## config.mk

```make
export PLATFORM = sky130hd
export DESIGN_NAME = float_mul
export DESIGN_NICKNAME = d
export VERILOG_FILES = /design/src/rtl/float_pkg.sv /design/src/rtl/float_mul_norm.sv /design/src/rtl/float_mul.sv
export SDC_FILE = /design/constraint.sdc
export NUM_CORES = 1
export LEC_CHECK = 0
export CAP_MARGIN = 20
export CORE_UTILIZATION = 25
export CTS_BUF_LIST = sky130_fd_sc_hd__clkbuf_2 sky130_fd_sc_hd__clkbuf_4 sky130_fd_sc_hd__clkbuf_8
export CTS_CLUSTER_DIAMETER = 60
export DETAILED_ROUTE_END_ITERATION = 16
export DONT_BUFFER_PORTS = 1
export PLACE_DENSITY = 0.35
export SLEW_MARGIN = 20
export SYNTH_ARGS = -nofsm -noshare
export SYNTH_HDL_FRONTEND = slang
export SYNTH_SLANG_ARGS = --single-unit
```

## constraint.sdc

```tcl
create_clock -name clk -period 5.25 [get_ports clk]
set_input_delay 1.05 -clock clk [delete_from_list [all_inputs] [get_ports clk]]
set_output_delay 1.05 -clock clk [all_outputs]
set_load 0.03 [all_outputs]
```

## src/rtl/float_pkg.sv

```systemverilog
// Shared constants, FSM state type and operand-unpack helper for the float-calc group.
package float_pkg;

  localparam logic [7:0]  EXP_INF = 8'hFF;
  localparam int unsigned BIAS    = 127;
  localparam int unsigned MANT_W  = 24;
  localparam logic [31:0] POS_INF = 32'h7F80_0000;

  typedef enum logic [1:0] {IDLE, MULT, NORM, DONE} state_t;

  typedef struct packed {
    logic              sign;
    logic [7:0]        exponent;
    logic [MANT_W-1:0] mant;
  } fp_fields_t;

  // Mantissa always carries the hidden one; zero/denormal operands take the special path.
  function automatic fp_fields_t fp_unpack(input logic [31:0] x);
    fp_fields_t f;
    f.sign     = x[31];
    f.exponent = x[30:23];
    f.mant     = {1'b1, x[22:0]};
    return f;
  endfunction

endpackage

```

## src/rtl/float_mul_norm.sv

```systemverilog
// Combinational normalise/round/pack stage with special-case priority.
// Round-to-nearest-even is enabled by defining ROUND_NEAREST_EN; default truncates.
module float_mul_norm
  import float_pkg::*;
#(
  parameter int unsigned MANT_W = float_pkg::MANT_W,
  parameter int unsigned BIAS   = float_pkg::BIAS
) (
  input  logic                  sign,
  input  logic [7:0]            e1,
  input  logic [7:0]            e2,
  input  logic [2*MANT_W-1:0]   p,
  output logic [31:0]           result,
  output logic                  overflow,
  output logic                  underflow
);

  logic              inf_op, zero_op;
  logic signed [9:0] e_sum, e_adj, e_fin;
  logic [MANT_W-2:0] frac, frac_fin;
  logic [MANT_W-1:0] frac_inc;
  logic              guard, sticky, round_up;

  assign inf_op  = (e1 == EXP_INF) || (e2 == EXP_INF);
  assign zero_op = (e1 == 8'h00) || (e2 == 8'h00);

`ifdef ROUND_NEAREST_EN
  assign round_up = guard & (sticky | frac[0]);
`else
  logic unused_round;
  assign round_up     = 1'b0;
  assign unused_round = guard ^ sticky;
`endif

  always_comb begin
    e_sum = $signed({2'b00, e1}) + $signed({2'b00, e2}) - $signed(10'(BIAS));
    if (p[2*MANT_W-1]) begin
      frac   = p[2*MANT_W-2 -: MANT_W-1];
      guard  = p[MANT_W-1];
      sticky = |p[MANT_W-2:0];
      e_adj  = e_sum + 10'sd1;
    end else begin
      frac   = p[2*MANT_W-3 -: MANT_W-1];
      guard  = p[MANT_W-2];
      sticky = |p[MANT_W-3:0];
      e_adj  = e_sum;
    end

    // A carry out of the fraction bumps the exponent before the range checks.
    frac_inc = {1'b0, frac} + MANT_W'(round_up);
    if (frac_inc[MANT_W-1]) begin
      frac_fin = '0;
      e_fin    = e_adj + 10'sd1;
    end else begin
      frac_fin = frac_inc[MANT_W-2:0];
      e_fin    = e_adj;
    end

    result    = {sign, 31'h0};
    overflow  = 1'b0;
    underflow = 1'b0;
    if (inf_op) begin
      result   = POS_INF | {sign, 31'h0};
      overflow = 1'b1;
    end else if (zero_op) begin
      result = {sign, 31'h0};
    end else if (e_fin >= 10'sd255) begin
      result   = POS_INF | {sign, 31'h0};
      overflow = 1'b1;
    end else if (e_fin <= 10'sd0) begin
      result    = {sign, 31'h0};
      underflow = 1'b1;
    end else begin
      result = {sign, e_fin[7:0], frac_fin};
    end
  end

endmodule

```

## src/rtl/float_mul.sv

```systemverilog
// Iterative IEEE-754 single-precision multiplier: 24-cycle shift-add, then normalise/pack.
// Optional macro ROUND_NEAREST_EN selects round-to-nearest-even in float_mul_norm.
module float_mul
  import float_pkg::*;
#(
  parameter int unsigned MANT_W = float_pkg::MANT_W,
  parameter int unsigned BIAS   = float_pkg::BIAS
) (
  input  logic        clk,
  input  logic        rst_n,
  input  logic        start,
  input  logic [31:0] A,
  input  logic [31:0] B,
  output logic [31:0] S,
  output logic        overflow,
  output logic        underflow,
  output logic        busy,
  output logic        done
);

  localparam int unsigned CNT_W = $clog2(MANT_W);
  localparam logic [CNT_W-1:0] CNT_LAST = CNT_W'(MANT_W - 1);

  state_t              state_q, state_d;
  logic                sign_q, sign_d;
  logic [7:0]          e1_q, e1_d, e2_q, e2_d;
  logic [MANT_W-1:0]   m1_q, m1_d, m2_q, m2_d;
  logic [2*MANT_W-1:0] p_q, p_d;
  logic [CNT_W-1:0]    cnt_q, cnt_d;
  logic [31:0]         s_q, s_d;
  logic                ovf_q, ovf_d, unf_q, unf_d, done_q, done_d;

  fp_fields_t  ua, ub;
  logic [31:0] norm_s;
  logic        norm_ovf, norm_unf;

  assign ua = fp_unpack(A);
  assign ub = fp_unpack(B);

  float_mul_norm #(
    .MANT_W (MANT_W),
    .BIAS   (BIAS)
  ) u_norm (
    .sign      (sign_q),
    .e1        (e1_q),
    .e2        (e2_q),
    .p         (p_q),
    .result    (norm_s),
    .overflow  (norm_ovf),
    .underflow (norm_unf)
  );

  always_comb begin
    state_d = state_q;
    sign_d  = sign_q;
    e1_d    = e1_q;
    e2_d    = e2_q;
    m1_d    = m1_q;
    m2_d    = m2_q;
    p_d     = p_q;
    cnt_d   = cnt_q;
    s_d     = s_q;
    ovf_d   = ovf_q;
    unf_d   = unf_q;
    done_d  = 1'b0;
    unique case (state_q)
      IDLE: begin
        if (start) begin
          sign_d = ua.sign ^ ub.sign;
          e1_d   = ua.exponent;
          e2_d   = ub.exponent;
          m1_d   = ua.mant;
          m2_d   = ub.mant;
          p_d    = '0;
          cnt_d  = '0;
          if ((ua.exponent == EXP_INF) || (ub.exponent == EXP_INF) ||
              (ua.exponent == 8'h00) || (ub.exponent == 8'h00)) begin
            state_d = NORM;
          end else begin
            state_d = MULT;
          end
        end
      end
      MULT: begin
        if (m2_q[0]) p_d = p_q + ({{MANT_W{1'b0}}, m1_q} << cnt_q);
        m2_d  = m2_q >> 1;
        cnt_d = cnt_q + 1'b1;
        if (cnt_q == CNT_LAST) state_d = NORM;
      end
      NORM: state_d = DONE;
      // Outputs commit on the DONE exit edge so the done pulse coincides with the update.
      DONE: begin
        s_d     = norm_s;
        ovf_d   = norm_ovf;
        unf_d   = norm_unf;
        done_d  = 1'b1;
        state_d = IDLE;
      end
      default: state_d = IDLE;
    endcase
  end

  always_ff @(posedge clk) begin
    if (!rst_n) begin
      state_q <= IDLE;
      sign_q  <= 1'b0;
      e1_q    <= '0;
      e2_q    <= '0;
      m1_q    <= '0;
      m2_q    <= '0;
      p_q     <= '0;
      cnt_q   <= '0;
      s_q     <= '0;
      ovf_q   <= 1'b0;
      unf_q   <= 1'b0;
      done_q  <= 1'b0;
    end else begin
      state_q <= state_d;
      sign_q  <= sign_d;
      e1_q    <= e1_d;
      e2_q    <= e2_d;
      m1_q    <= m1_d;
      m2_q    <= m2_d;
      p_q     <= p_d;
      cnt_q   <= cnt_d;
      s_q     <= s_d;
      ovf_q   <= ovf_d;
      unf_q   <= unf_d;
      done_q  <= done_d;
    end
  end

  assign S         = s_q;
  assign overflow  = ovf_q;
  assign underflow = unf_q;
  assign done      = done_q;
  assign busy      = (state_q != IDLE);

endmodule

```

==> flow_summary.ini <==
[finish]
fill_cells = 4828
fin_util_pct = 27.9
drive_above_1_share_pct = 8.79
n_antenna_cell = 0
final_cells = 1950
seq_area_um2 = 3100
multi_input_area_um2 = 7520
syn_to_final_growth_pct = 9.05
fin_nets = 1485

[clock_tree]
cts-root-buf = clkbuf_8
cts_sinks = 155
cts_htree_levels = 4
post_cts_buffers = 0
cts.hold.buffers_added = 0
clk_pin_slew_ps = 90
clock_latency_ps = 520
cts_resized = 0
cts_tree = yes
cts_made_buffers = 17
clock_path_buffers = 2

[synthesis]
synth_top_flop_cell = dfxtp_1
ys_ff_latch = 155
synth.most_common_cell = nand2_1
synthesis.nets = 1539
synth.yosys.seq_area_share_pct = 27.9
synth_edf_count = 0
yosysTopAreaCellShare_pct = 27.9
syn_avg_cell_area_um2 = 7.89
yosysWarnings = 0
syn_inst = 1407
synth_cell_type_count = 90
synth_common_cells = nand2_1 (212), dfxtp_1 (155), nor2_1 (124)
async_flop_share_pct = 0
synth_largest_area_cell = dfxtp_1
syn-cell-area_um2 = 11100
netlist_top_cells_area = dfxtp_1 (28%), mux2i_1 (8.1%), nand2_1 (7.2%)

[setup_path]
crit_type = flip-flop to flip-flop
path_max_fanout = 14
endpoint_kind = flip-flop
cp.required_ps = 5620
cp.arrival_ps = 5090
worst_setup_path_start_kind = flip-flop

[place]
gp_congestion = 0.815
dp_cells = 1919
portBuffers = 0
hpwl_um = 27200

[floorplanning]
row_count = 76
io_pins = 103
die_h_um = 213
coreArea_um2 = 43500
dieArea_um2 = 45300
initial_core_util_pct = 25.6
die_width_um = 213

[grt]
grt_pass1_vias = 9873
antenna_found_initial = 1
grt_max_degree = 58
grt.total_usage_pct = 16.5
grt-ovfl-total = 0
grt_pass1_wl_um = 57400

[sta]
fmax_mhz = 212
worst_pin_slew_ps = 1020
period_minus_slack_ps = 4730
fin_setup_tns_ps = 0
max_slew_margin_pct = 32.0
final.setup_skew_ps = 15.8
setup_viol_count_final = 0
rsz0062_at_grt = false
slew_viol_final = 0
fin_crit_sh_pct = 90.0
final-hold-violation-count = 0
whs_ps = 468

[power_and_ir_drop]
p_leak_nw = 4.50
peakVddDrop_uv = 164
power.density_nw_per_um2 = 356

[routing]
routedWlPerCell_um = 18.3
routed_wl_um = 35800
drc = 0
antenna_left = 0
vias = 9831
via_per_inst = 5.04
drt_iter0_drc = 553
dr.pass1.iters = 5

[run_status]
outcome = completed

[run]
maxCapViolCount = 0

[worst_hold_path]
min_path_type = flip-flop to flip-flop
==> cell type report <==
class	instances	share of cell area, %
Tap cell	585	6.04
Inverter	36	1.13
Sequential cell	155	25.6
Clock buffer	21	2.28
Multi-Input combinational cell	1122	62.1
Clock inverter	10	1.55
Timing Repair Buffer	21	1.30
==> sequential cells by signal, indices dropped and copies added (netlist names) <==
signal	count
e2_q	8
done	1
state_q	2
underflow	1
S	32
e1_q	8
overflow	1
m2_q	24
m1_q	24
sign_q	1
cnt_q	5
p_q	48
==> logic make-up (layout without fill, tap and decap cells) <==
logic type	Yosys count	count (layout)	share of synthesized area, %
DFF	155	155	27.9
muxes	111	111	10.8
adders and majority gates	65	65	7.46
and+or+nand+nor	474	474	19.1
xor gates and xnor gates	51	51	4.22
AOI/OAI and AO/OA	421	421	25.9
buffers and inverters	130	88	4.61
==> cell usage in the layout, fill, tap and decap left out, drive strengths merged, types with 32 or more instances in the layout <==
master,instances
a211oi,32
nand2,212
o21ai,103
ha,63
mux2i,90
dfxtp,155
nor2,124
a21oi,104
a21o,34
inv,36
==> worst paths after layout <==
path / start / endpoint / slack, ps / cells after the start
hold reg to reg: p_q[21]$_SDFFE_PN0P_ / p_q[21]$_SDFFE_PN0P_ / 470 / 2
hold / removal: p_q[21]$_SDFFE_PN0P_ / p_q[21]$_SDFFE_PN0P_ / 470 / 2
setup reg to reg: cnt_q[0]$_SDFFE_PN0P_ / p_q[33]$_SDFFE_PN0P_ / 520 / 17
setup / recovery: cnt_q[0]$_SDFFE_PN0P_ / p_q[33]$_SDFFE_PN0P_ / 520 / 17
==> worst max-delay path, cell delays in order, from the launching register on <==
cell       delay (ps)
dfxtp_1           750
mux4_2            610
nand2_1            80
o21ai_0           120
nand2_1           120
o21ai_0           140
nor2_1            130
a21oi_1            70
ha_1              360
a21o_1            210
a21o_1            180
a21o_1            190
a2111oi_0         670
nor2_1            170
o31a_1            320
a31oi_1           200
xor2_1            180
o21ai_1            70
==> per-stage QoR <==
stage                     area, um^2  worst slack (ps)  total power [W]
after detailed placement       11600               524          0.00324
after global placement         11600               536          0.00324
after floorplan                11100              1050          0.00275
after CTS                      12100               499          0.00439
final                          12100               524          0.00432
after global routing           12100               142          0.00466
==> power by group <==
part           internal, W  switching (W)
clock network     0.000601       0.000513
logic             0.000607        0.00110
registers          0.00134       0.000152
total              0.00255        0.00176
==> layer usage <==
metal	vias up	track usage, %	part of all wire, %
li1	4996	-	-
met1	4661	22.8	50
met5	-	0	0
met3	25	3.40	3.7
met4	0	4.64	1.4
met2	149	25.7	45
(Power assumes the default switching activity.)
